`src/rtl/stack_sequencer_pkg.sv`:
```
// Shared types and constants for the stack PUSH/POP micro-sequencer.
package stack_seq_pkg;

    localparam int unsigned DEFAULT_SP_WIDTH = 4;

    localparam logic OP_PUSH = 1'b1;
    localparam logic OP_POP  = 1'b0;

    typedef enum logic [2:0] {
        ST_IDLE  = 3'd0,
        ST_CHECK = 3'd1,
        ST_DEC   = 3'd2,
        ST_XFER  = 3'd3,
        ST_INC   = 3'd4,
        ST_DONE  = 3'd5,
        ST_ERR   = 3'd6
    } state_e;

endpackage

```
`src/rtl/stack_sequencer_if.sv`:
```
// Bus between the main instruction controller and the stack sequencer.
interface stack_sequencer_if
    import stack_seq_pkg::*;
#(
    parameter int unsigned SP_WIDTH = DEFAULT_SP_WIDTH
);

    logic                start;
    logic                op;
    logic                clr_flags;
    logic                busy;
    logic                done;
    logic                err;
    logic [SP_WIDTH:0]   sp;
    logic [SP_WIDTH-1:0] sram_addr;
    logic                sram_we;
    logic                sram_re;
    logic                r1_out;
    logic                r1_in;
    logic                of_flag;
    logic                uf_flag;

    modport master (
        output start, op, clr_flags,
        input  busy, done, err, sp, sram_addr, sram_we, sram_re,
               r1_out, r1_in, of_flag, uf_flag
    );

    modport slave (
        input  start, op, clr_flags,
        output busy, done, err, sp, sram_addr, sram_we, sram_re,
               r1_out, r1_in, of_flag, uf_flag
    );

endinterface

```
`src/rtl/stack_sequencer_sp_counter.sv`:
```
// Stack pointer: saturating up/down entry counter with full/empty decode.
module sp_counter #(
    parameter int unsigned SP_WIDTH = 4
) (
    input  logic              clock,
    input  logic              reset,
    input  logic              inc,
    input  logic              dec,
    output logic [SP_WIDTH:0] sp,
    output logic              full,
    output logic              empty
);

    localparam int unsigned DEPTH = 1 << SP_WIDTH;

    assign full  = (sp == (SP_WIDTH+1)'(DEPTH));
    assign empty = (sp == '0);

    // Saturation is a backstop; the FSM never requests a step past a boundary.
    always_ff @(posedge clock or posedge reset) begin
        if (reset) begin
            sp <= '0;
        end else if (inc && !full) begin
            sp <= sp + (SP_WIDTH+1)'(1);
        end else if (dec && !empty) begin
            sp <= sp - (SP_WIDTH+1)'(1);
        end
    end

endmodule

```
`src/rtl/stack_sequencer.sv`:
```
// PUSH/POP micro-sequencer owning the shared bus for stack SRAM transfers.
// Optional sticky overflow/underflow flags: define STACK_SEQ_STICKY_FLAGS_EN.
module stack_sequencer
    import stack_seq_pkg::*;
#(
    parameter int unsigned SP_WIDTH = DEFAULT_SP_WIDTH
) (
    input  logic                clock,
    input  logic                reset,
    stack_sequencer_if.slave    bus
);

    state_e              state_q;
    state_e              state_d;
    logic                op_q;
    logic [SP_WIDTH:0]   sp;
    logic                full;
    logic                empty;
    logic                xfer;

    sp_counter #(
        .SP_WIDTH (SP_WIDTH)
    ) u_sp_counter (
        .clock (clock),
        .reset (reset),
        .inc   (state_q == ST_INC),
        .dec   (state_q == ST_DEC),
        .sp    (sp),
        .full  (full),
        .empty (empty)
    );

    // State and latched opcode; op is captured only on an accepted start.
    always_ff @(posedge clock or posedge reset) begin
        if (reset) begin
            state_q <= ST_IDLE;
            op_q    <= OP_POP;
        end else begin
            state_q <= state_d;
            if (state_q == ST_IDLE && bus.start) begin
                op_q <= bus.op;
            end
        end
    end

    always_comb begin
        state_d = state_q;
        case (state_q)
            ST_IDLE:  if (bus.start) state_d = ST_CHECK;
            ST_CHECK: begin
                if (op_q == OP_PUSH) state_d = full  ? ST_ERR : ST_XFER;
                else                 state_d = empty ? ST_ERR : ST_DEC;
            end
            ST_DEC:   state_d = ST_XFER;
            ST_XFER:  state_d = (op_q == OP_PUSH) ? ST_INC : ST_DONE;
            ST_INC:   state_d = ST_DONE;
            ST_DONE:  state_d = ST_IDLE;
            ST_ERR:   state_d = ST_IDLE;
            default:  state_d = ST_IDLE;
        endcase
    end

    // Outputs decode the state register directly, so reset removes them at once.
    assign xfer          = (state_q == ST_XFER);
    assign bus.busy      = (state_q != ST_IDLE);
    assign bus.done      = (state_q == ST_DONE) || (state_q == ST_ERR);
    assign bus.err       = (state_q == ST_ERR);
    assign bus.sram_we   = xfer && (op_q == OP_PUSH);
    assign bus.r1_out    = xfer && (op_q == OP_PUSH);
    assign bus.sram_re   = xfer && (op_q == OP_POP);
    assign bus.r1_in     = xfer && (op_q == OP_POP);
    assign bus.sram_addr = sp[SP_WIDTH-1:0];
    assign bus.sp        = sp;

`ifdef STACK_SEQ_STICKY_FLAGS_EN
    logic of_q;
    logic uf_q;

    // Set on the edge that leaves ERR; a simultaneous clear loses.
    always_ff @(posedge clock or posedge reset) begin
        if (reset) begin
            of_q <= 1'b0;
            uf_q <= 1'b0;
        end else begin
            if (state_q == ST_ERR && op_q == OP_PUSH) of_q <= 1'b1;
            else if (bus.clr_flags)                   of_q <= 1'b0;
            if (state_q == ST_ERR && op_q == OP_POP)  uf_q <= 1'b1;
            else if (bus.clr_flags)                   uf_q <= 1'b0;
        end
    end

    assign bus.of_flag = of_q;
    assign bus.uf_flag = uf_q;
`else
    logic unused_clr_flags;

    assign unused_clr_flags = bus.clr_flags;
    assign bus.of_flag      = 1'b0;
    assign bus.uf_flag      = 1'b0;
`endif

endmodule

```
`src/flat_wrapper.sv`:
```
// flat-port wrapper written by rule: the top's interface ports become plain ports
module stack_sequencer_flat import stack_seq_pkg::*;
#(
    parameter int unsigned SP_WIDTH = DEFAULT_SP_WIDTH
)
  (clock, reset, bus_start, bus_op, bus_clr_flags, bus_busy, bus_done, bus_err, bus_sp, bus_sram_addr, bus_sram_we, bus_sram_re, bus_r1_out, bus_r1_in, bus_of_flag, bus_uf_flag);
  stack_sequencer_if #(.SP_WIDTH(SP_WIDTH)) bus_i ();
  input  logic clock;
  input  logic reset;
  input wire logic [$bits(bus_i.start)-1:0] bus_start;
  input wire logic [$bits(bus_i.op)-1:0] bus_op;
  input wire logic [$bits(bus_i.clr_flags)-1:0] bus_clr_flags;
  output wire logic [$bits(bus_i.busy)-1:0] bus_busy;
  output wire logic [$bits(bus_i.done)-1:0] bus_done;
  output wire logic [$bits(bus_i.err)-1:0] bus_err;
  output wire logic [$bits(bus_i.sp)-1:0] bus_sp;
  output wire logic [$bits(bus_i.sram_addr)-1:0] bus_sram_addr;
  output wire logic [$bits(bus_i.sram_we)-1:0] bus_sram_we;
  output wire logic [$bits(bus_i.sram_re)-1:0] bus_sram_re;
  output wire logic [$bits(bus_i.r1_out)-1:0] bus_r1_out;
  output wire logic [$bits(bus_i.r1_in)-1:0] bus_r1_in;
  output wire logic [$bits(bus_i.of_flag)-1:0] bus_of_flag;
  output wire logic [$bits(bus_i.uf_flag)-1:0] bus_uf_flag;
  assign bus_i.start = bus_start;
  assign bus_i.op = bus_op;
  assign bus_i.clr_flags = bus_clr_flags;
  assign bus_busy = bus_i.busy;
  assign bus_done = bus_i.done;
  assign bus_err = bus_i.err;
  assign bus_sp = bus_i.sp;
  assign bus_sram_addr = bus_i.sram_addr;
  assign bus_sram_we = bus_i.sram_we;
  assign bus_sram_re = bus_i.sram_re;
  assign bus_r1_out = bus_i.r1_out;
  assign bus_r1_in = bus_i.r1_in;
  assign bus_of_flag = bus_i.of_flag;
  assign bus_uf_flag = bus_i.uf_flag;
  stack_sequencer #(.SP_WIDTH(SP_WIDTH)) u_core (.clock(clock), .reset(reset), .bus(bus_i));
endmodule
```
`config.mk`:
```
export PLATFORM = sky130hd
export DESIGN_NAME = stack_sequencer_flat
export DESIGN_NICKNAME = d
export VERILOG_FILES = /design/src/rtl/stack_sequencer_pkg.sv /design/src/rtl/stack_sequencer_if.sv /design/src/rtl/stack_sequencer_sp_counter.sv /design/src/rtl/stack_sequencer.sv /design/src/flat_wrapper.sv
export SDC_FILE = /design/constraint.sdc
export NUM_CORES = 1
export LEC_CHECK = 0
export CORE_MARGIN = 3
export CORE_UTILIZATION = 45
export DETAILED_ROUTE_END_ITERATION = 8
export GPL_TIMING_DRIVEN = 0
export PLACE_DENSITY = 0.87
export SYNTH_ARGS = -nofsm -noshare
export SYNTH_HDL_FRONTEND = slang
export SYNTH_SLANG_ARGS = --single-unit
```
`constraint.sdc`:
```
create_clock -name clock -period 2.65 [get_ports clock]
set_input_delay 0.3975 -clock clock [delete_from_list [all_inputs] [get_ports clock]]
set_output_delay 0.3975 -clock clock [all_outputs]
set_load 0.01 [all_outputs]
```
==> flow_summary_export.csv, run 1 <==
group,metric,value,unit
timing,min_period_over_period,0.933,
synthesis,ys_seq_area_frac,0.306,
timing,setup_viol,0,
cts,cts_sinks,9,
die,dieArea,2160,um^2
worst_setup_path,path_class,"reg2reg",
routing,firstDrtPassIters,4,
worst_setup_path,reg2reg_depth,7,
global_routing,antenna_found_initial,0,
cts,root_buffer,"clkbuf_4",
die,num_io_pins,23,
layout,finalNetCount,115,
flow_run,drv_cap,0,
timing,fmax,404,MHz
timing,finalMaxSlewViolations,0,
timing,min_period,2.47,ns
timing,fin_skew,0.0100,ns
routing,wl_per_cell,13.5,um
synthesis,syn_area,736,um^2
global_routing,grt_pass1_wl,2500,um
die,die_x,46.4,um
layout,drive_gt1_frac,0.238,
worst_setup_path,cp_max_fo,6,
global_routing,grt_max_degree,11,
synthesis,yosys-top-cells-area,"dfrtp_1, buf_4, ha_1",
worst_setup_path,required,2.80,ns
routing,drc,0,
die,core_area,1420,um^2
placed_design,place_congestion,0.841,
cts,hold_buffers,0,
worst_setup_path,worstSetupEndpointType,"flop",
routing,viasPerCell,5.55,
worst_setup_path,r2r_end,"u_core.u_sp_counter.sp[4]",
synthesis,yosys_warnings,0,
routing,drt-total-wl,1620,um
hold_path,hp-class,"in2async",
die,start_util,0.520,
cts,cts_tree,"done",
layout,antennaDiodeCount,0,
synthesis,syn_area_per_cell,9.20,um^2
worst_setup_path,crit_start,"u_core.u_sp_counter.sp[3]",
worst_setup_path,start_kind,"flop",
synthesis,yosys.area.top_type,"dfrtp_1",
worst_setup_path,cp.arrival,2.62,ns
synthesis,synth_flop_cell,"dfrtp_1",
synthesis,synthCells,80,
worst_setup_path,rrSetupSlack,0.18,ns
cts,clk_pin_slew_worst_paths,0.07,ns
layout,final_cells,120,
power,p_leak,0.450,nW
die,die_height,46.4,um
global_routing,gr-total-overflow,0,
routing,vias,666,
global_routing,grt_pass1_vias,552,
power,power.total,0.00132,W
global_routing,track_usage,0.174,
cts,htree_levels,1,
cts,insertion_delay,0.27,ns
synthesis,synth_edf_count,0,
power,peakVddDrop,0.747,mV
placed_design,port_buffers,19,
synthesis,ys_ff_latch,9,
synthesis,yosysTopAreaCellShare,0.306,
timing,hold_viol_final,0,
synthesis,synth_cell_type_count,35,
routing,drt_iter0_drc,28,
worst_setup_path,cp-endpoint,"u_core.u_sp_counter.sp[4]",
placed_design,dpl.cell_count,115,
cts,clk_path_buf_depth,2,
placed_design,hpwl,1180,um
power,power_density,1330,nW/um^2
routing,ant_nets,0,
synthesis,async_flop_share,1.00,
cts,cts_buffers,3,
die,rows,13,
layout,syn_to_final_growth,35.0,%
worst_setup_path,rr_startpoint,"u_core.u_sp_counter.sp[3]",
outcome,status,"completed",
Yosys cell counts (2+ instances only):
cell type,number
xor2_1,3
inv_1,7
nor3_1,2
ha_1,3
clkbuf_2,2
nor2_1,7
o221a_1,2
o21ai_0,3
buf_4,9
a221oi_1,2
nand2_1,6
dfrtp_1,9
a21oi_1,3
cell type report:
type / instances / area (um^2)
Buffer: 11 / 77.6
Clock buffer: 4 / 26.3
Fill cell: 108 / 422
Inverter: 7 / 26.3
Multi-Input combinational cell: 54 / 422
Sequential cell: 9 / 225
Tap cell: 15 / 18.8
Timing Repair Buffer: 20 / 198
per-stage QoR:
step / hold slack, ns / util / instance area [um^2] / setup slack [ns] / TNS, ns
final: 0.384 / 0.702 / 993 / 0.177 / 0
after global routing: 0.409 / 0.702 / 993 / -0.00487 / -0.00487
after CTS: 0.400 / 0.695 / 983 / 0.0758 / 0
after detailed placement: 0.582 / 0.670 / 948 / 0.0162 / 0
after global placement: 0.568 / 0.670 / 948 / -0.0109 / -0.0109
after floorplan: 0.225 / - / 739 / 0.252 / 0
repair_timing:
action | 4_1_cts | 5_1_grt
buffers inserted | 0 | 1
endpoints found under the setup margin | 1 | 2
pin swaps | 0 | 1
resized for setup | 1 | 1
gates cloned | 0 | 0
power by group:
part	total, W	internal, W	switching (W)
logic	0.000884	0.000489	0.000395
clock network	0.000114	0.0000583	0.0000554
registers	0.000321	0.000209	0.000113
total	0.00132	0.000756	0.000563
critical path, stage by stage, from the launching register on:
cell	delay, ns
dfrtp_1	0.47
nor4_4	0.39
nand2_1	0.18
nand2_2	0.16
ha_1	0.28
a21o_1	0.17
a21oi_1	0.19
mux4_2	0.52
cell families (layout without fill, tap and decap cells):
group,count (synthesis),in the layout,synth area share
and+or+nand+nor,25,25,0.204
buffers and inverters,18,42,0.141
AOI/OAI and AO/OA,17,17,0.172
DFF,9,9,0.306
adders and majority gates,4,4,0.0782
xor gates and xnor gates,4,4,0.0476
muxes,2,2,0.0459
other,1,2,0.00510
flip-flops by register name (all words and copies together), names as in the netlist:
register	flops
u_core.op_q	1
u_core.state_q	3
u_core.u_sp_counter.sp	5
routing by layer:
layer / track usage / vias up / wire length [um]
met5: 0 / - / 0
met4: 0.119 / 0 / 41
met3: 0.0586 / 5 / 99
met2: 0.225 / 22 / 740
met1: 0.239 / 315 / 738
li1: - / 324 / -
worst min path at each step:
stage                         to
2_1_floorplan        u_core.op_q
3_5_place_dp         u_core.op_q
6_report       u_core.state_q[2]
3_3_place_gp         u_core.op_q
5_1_grt        u_core.state_q[2]
4_1_cts        u_core.state_q[2]
cell usage in the layout, fill, tap and decap left out, types with 2 or more instances in the layout:
master           instances
nor2_1                   7
clkbuf_4                 3
clkbuf_2                 2
xor2_1                   3
o221a_1                  2
a21oi_1                  3
conb_1                   2
inv_1                    7
ha_1                     3
o21ai_0                  3
dfrtp_1                  9
buf_4                   10
clkdlybuf4s50_1         19
a221oi_1                 2
nand2_1                  5
nor3_1                   2
(Power assumes the default switching activity.)
==> run 2: changes to the inputs <==
--- a/config.mk
+++ b/config.mk
@@ -6,10 +6,11 @@
 export NUM_CORES = 1
 export LEC_CHECK = 0
 export CORE_MARGIN = 3
-export CORE_UTILIZATION = 45
+export CORE_UTILIZATION = 50
 export DETAILED_ROUTE_END_ITERATION = 8
+export DONT_BUFFER_PORTS = 1
 export GPL_TIMING_DRIVEN = 0
-export PLACE_DENSITY = 0.87
+export PLACE_DENSITY = 0.74
 export SYNTH_ARGS = -nofsm -noshare
 export SYNTH_HDL_FRONTEND = slang
 export SYNTH_SLANG_ARGS = --single-unit
==> flow_summary_export.csv, run 2 (same netlist as run 1, synthesis figures left out) <==
group,metric,value,unit
outcome,status,"completed",
worst_setup_path,start_kind,"flop",
layout,drive_gt1_frac,0.314,
timing,setup_viol,0,
routing,drt-total-wl,1400,um
routing,wl_per_cell,13.8,um
placed_design,pre_cts_ws,0.0161,ns
timing,hold_viol_final,0,
power,pwr-share-clk,0.095,
die,start_util,0.552,
power,internal_power,0.000586,W
layout,top_register,"u_core.u_sp_counter.sp",
routing,firstDrtPassIters,4,
timing,finalMaxSlewViolations,0,
routing,viasPerCell,5.71,
timing,tns,0,ns
cts,root_buffer,"clkbuf_4",
worst_setup_path,cp_max_fo,8,
global_routing,grt_max_degree,11,
global_routing,antenna_found_initial,0,
die,rows,13,
worst_setup_path,worstSetupEndpointType,"flop",
global_routing,track_usage,0.168,
global_routing,grt_pass1_vias,541,
timing,fin_skew,0.00201,ns
die,dieArea,1970,um^2
placed_design,hpwl,1110,um
die,die_height,44.4,um
layout,finalNetCount,96,
die,num_io_pins,23,
global_routing,grt_pass1_wl,2360,um
timing,whs,0.284,ns
worst_setup_path,cp.arrival,2.60,ns
global_routing,gr-total-overflow,0,
cts,cts_buffers,3,
routing,drt_iter0_drc,13,
power,p_comb_frac,0.593,
layout,reg_top3,"u_core.u_sp_counter.sp: 5 flops, u_core.state_q: 3 flops, u_core.op_q: 1 flops",
power,switching_power,0.000527,W
cts,postCtsSetupRepairBufs,0,
layout,syn_to_final_growth,10.0,%
placed_design,place_congestion,0.851,
power,swShare,0.474,
flow_run,drv_cap,0,
worst_setup_path,path_class,"reg2reg",
layout,final_cell_mix,"buf_4, inv_1, nor2_1, dfrtp_1, nand2_1",
power,power_density,1370,nW/um^2
layout,final_common_cell,"buf_4",
timing,fin_ws,0.181,ns
timing,rsz0062_at_grt,"false",
power,peakVddDrop,0.819,mV
timing,min_period,2.47,ns
timing,fmax,405,MHz
power,p_seq_frac,0.313,
cts,clk_pin_slew_worst_paths,0.06,ns
layout,largest_reg_flops,5,
worst_setup_path,required,2.78,ns
routing,drc,0,
cts,insertion_delay,0.26,ns
routing,vias,577,
layout,antennaDiodeCount,0,
timing,min_period_over_period,0.932,
die,die_x,44.4,um
die,core_area,1330,um^2
placed_design,port_buffers,0,
cts,cts_sinks,9,
routing,ant_nets,0,
hold_path,hp-class,"in2reg",
power,p_leak,0.377,nW
cts,cts_tree,"done",
cts,clk_path_buf_depth,2,
cts,htree_levels,1,
==> run 2: cell count changes in the layout (fill, tap and decap cells not counted), sizes merged <==
cell	previous run	this run
clkinv	0	1
dlygate4sd3	0	1
clkbuf	6	5
buf	10	9
clkdlybuf4s50	19	0
==> run 2: routing by layer <==
metal / global-route usage / part of all wire
met3: 0.0691 / 0.095
met2: 0.253 / 0.46
met5: 0 / 0
met1: 0.218 / 0.44
met4: 0.0542 / 0
==> run 2: final timing paths <==
| path | from | end | slack (ns) | cells after the start |
|---|---|---|---|---|
| setup / recovery | u_core.u_sp_counter.sp[0] | u_core.u_sp_counter.sp[4] | 0.18 | 7 |
| hold / removal | bus_op | u_core.op_q | 0.28 | 1 |
| setup reg to reg | u_core.u_sp_counter.sp[0] | u_core.u_sp_counter.sp[4] | 0.18 | 7 |
| hold reg to reg | u_core.op_q | u_core.op_q | 0.59 | 1 |
| max in group asynchronous | reset | u_core.u_sp_counter.sp[1] | 1.84 | 2 |
| min in group asynchronous | reset | u_core.state_q[0] | 0.53 | 2 |
==> run 2: layout make-up <==
type | instances | area, um^2
Sequential cell | 9 | 228
Buffer | 11 | 77.6
Clock buffer | 3 | 22.5
Tap cell | 15 | 18.8
Multi-Input combinational cell | 54 | 422
Clock inverter | 1 | 5.00
Inverter | 7 | 26.3
Timing Repair Buffer | 1 | 10.0
Fill cell | 117 | 524
==> run 2: stage by stage <==
step | cell area, um^2 | total power [W] | cells | util
final | 810 | 0.00111 | 101 | 0.607
after global routing | 810 | 0.00122 | 101 | 0.607
after CTS | 796 | 0.00111 | 101 | 0.597
after detailed placement | 758 | 0.000993 | 96 | 0.568
after global placement | 758 | 0.000966 | 96 | 0.568
after floorplan | 739 | 0.000874 | 81 | -
==> run 2: power groups by stage <==
stage	Clock [W]	Combinational (W)	Sequential (W)
2_1_floorplan	0	0.000567	0.000307
3_3_place_gp	0	0.000633	0.000332
3_5_place_dp	0	0.000654	0.000338
6_report	0.000105	0.000660	0.000348
5_1_grt	0.000118	0.000743	0.000361
4_1_cts	0.000111	0.000660	0.000334
==> run 2: worst max-delay path, stage by stage, from the launching register on <==
cell	delay (ns)
dfrtp_2	0.49
nor4_4	0.37
nand2_1	0.18
nand2_2	0.16
ha_1	0.27
a21o_1	0.17
a21oi_1	0.18
mux4_2	0.52
==> run 2: timing repair <==
action	CTS	global route
setup endpoints to repair	0	2
resized for setup	0	4
hold endpoints to repair	9	0
hold buffers	1	0
==> run 3: changes to the inputs <==
--- a/config.mk
+++ b/config.mk
@@ -5,7 +5,6 @@
 export SDC_FILE = /design/constraint.sdc
 export NUM_CORES = 1
 export LEC_CHECK = 0
-export CORE_MARGIN = 3
 export CORE_UTILIZATION = 50
 export DETAILED_ROUTE_END_ITERATION = 8
 export DONT_BUFFER_PORTS = 1
==> flow_summary_export.csv, run 3 (same netlist as run 1, synthesis figures left out) <==
group,metric,value,unit
outcome,status,"completed",
global_routing,gr-total-overflow,0,
global_routing,grt_pass1_wl,1950,um
cts,cts_sinks,9,
worst_setup_path,crit_slowest_cell,"mux4_2",
layout,post-route-cell-area,813,um^2
cts,root_buffer,"clkbuf_4",
die,rows,13,
die,core_area,1330,um^2
power,p_leak,0.381,nW
worst_setup_path,start_kind,"flop",
timing,tns,0,ns
timing,min_period,2.47,ns
layout,final_cell_mix,"buf_4, dfrtp_1, inv_1, nor2_1, nand2_1",
timing,rsz0062_at_grt,"false",
global_routing,use_met2,0.246,
layout,antennaDiodeCount,0,
cts,cts_tree,"done",
layout,fillers,118,
hold_path,hp-class,"in2reg",
worst_setup_path,required,2.79,ns
die,dieArea,1630,um^2
die,die_x,40.4,um
timing,fmax,405,MHz
layout,final_common_cell,"buf_4",
routing,wl_per_cell,13.3,um
routing,ant_nets,0,
worst_setup_path,cp.arrival,2.62,ns
placed_design,port_buffers,0,
global_routing,grt_pass1_vias,463,
placed_design,placed_cell_area,758,um^2
cts,insertion_delay,0.27,ns
global_routing,track_usage,0.186,
die,num_io_pins,23,
worst_setup_path,cp_max_fo,7,
global_routing,antenna_found_initial,0,
layout,top_register,"u_core.u_sp_counter.sp",
worst_setup_path,rr_startpoint,"u_core.u_sp_counter.sp[1]",
layout,finalNetCount,97,
layout,reg_top3,"u_core.u_sp_counter.sp: 5 flops, u_core.state_q: 3 flops, u_core.op_q: 1 flops",
die,start_util,0.552,
layout,syn_to_final_growth,10.5,%
cts,htree_levels,1,
cts,clk_path_buf_depth,2,
flow_run,drv_cap,0,
global_routing,use_met1,0.269,
layout,drive_gt1_frac,0.287,
layout,seqCellArea,225,um^2
cts,clk_pin_slew_worst_paths,0.06,ns
global_routing,grt_busiest_layer,"met1",
worst_setup_path,cp_cell_sequence,"nor4_4 -> nand2_1 -> nand2_2 -> ha_1 -> a21o_1 -> a21oi_1 -> mux4_2",
timing,hold_viol_final,0,
routing,firstDrtPassIters,4,
placed_design,pre_cts_ws,-0.0412,ns
layout,multi_input_area,422,um^2
routing,drc,0,
power,peakVddDrop,0.577,mV
routing,drt-total-wl,1360,um
timing,finalMaxSlewViolations,0,
timing,fin_skew,0.00237,ns
timing,fin_ws,0.179,ns
global_routing,use_met3,0.0333,
timing,setup_viol,0,
routing,vias,588,
die,die_height,40.4,um
global_routing,grt_max_degree,11,
timing,whs,0.272,ns
cts,cts_buffers,3,
placed_design,place_congestion,0.846,
placed_design,hpwl,1030,um
worst_setup_path,worstSetupEndpointType,"flop",
timing,min_period_over_period,0.932,
layout,largest_reg_flops,5,
power,power_density,1360,nW/um^2
worst_setup_path,slowest_delay,0.52,ns
layout,fin_util,0.610,
routing,drt_iter0_drc,15,
worst_setup_path,crit_start,"u_core.u_sp_counter.sp[1]",
hold_path,worstHoldStart,"bus_op",
worst_setup_path,path_class,"reg2reg",
routing,viasPerCell,5.76,
-- run 3: cell types whose count changed in the layout (fill, tap and decap cells not counted), sizes merged --
cell | previous run | this run
clkinv | 1 | 0
clkbuf | 5 | 6
buf | 9 | 10
-- run 3: area by class of cell --
class / instances / area share
multi-input combinational: 54 / 0.518
sequential: 9 / 0.277
buffer: 11 / 0.0954
clock buffer: 4 / 0.0323
inverter: 7 / 0.0323
tap: 15 / 0.0231
timing repair buffer: 2 / 0.0215
-- run 3: worst paths after layout --
path | to | slack [ns] | cells past startpoint
max | u_core.u_sp_counter.sp[4] | 0.18 | 7
min | u_core.op_q | 0.27 | 1
max reg2reg | u_core.u_sp_counter.sp[4] | 0.18 | 7
min reg2reg | u_core.op_q | 0.59 | 1
max in group asynchronous | u_core.u_sp_counter.sp[2] | 1.87 | 2
min in group asynchronous | u_core.state_q[2] | 0.52 | 2
-- run 3: critical path, delay by kind of cell (launching register included) --
| kind | cells | cell delay [ns] |
|---|---|---|
| mux | 1 | 0.52 |
| flops | 1 | 0.51 |
| fa+ha+maj | 1 | 0.28 |
| compound gates | 2 | 0.36 |
| simple gates | 3 | 0.67 |
-- run 3: report_power, final --
group          total, W  switching (W)  internal [W]
Clock          0.000112      0.0000539     0.0000584
Sequential     0.000342       0.000134      0.000208
Combinational  0.000653       0.000334      0.000319
-- run 3: through the flow --
step | total power (W) | std cells
after floorplan | 0.000874 | 81
after global placement | 0.000964 | 96
after detailed placement | 0.000982 | 96
after CTS | 0.00111 | 101
after global routing | 0.00121 | 102
final | 0.00111 | 102
-- run 3: per-layer routing --
layer	part of all wire	wire length (um)
met5	0	0
met4	0.030	41
met3	0.066	90
met2	0.45	613
met1	0.45	612
-- run 3: timing repair --
| action | CTS | global route |
|---|---|---|
| hold buffers | 1 | 0 |
| pin swaps | 0 | 1 |
| endpoints found under the setup margin | 1 | 1 |
| resized for setup | 1 | 1 |
| endpoints found under the hold margin | 9 | 0 |
| setup buffers | 0 | 1 |
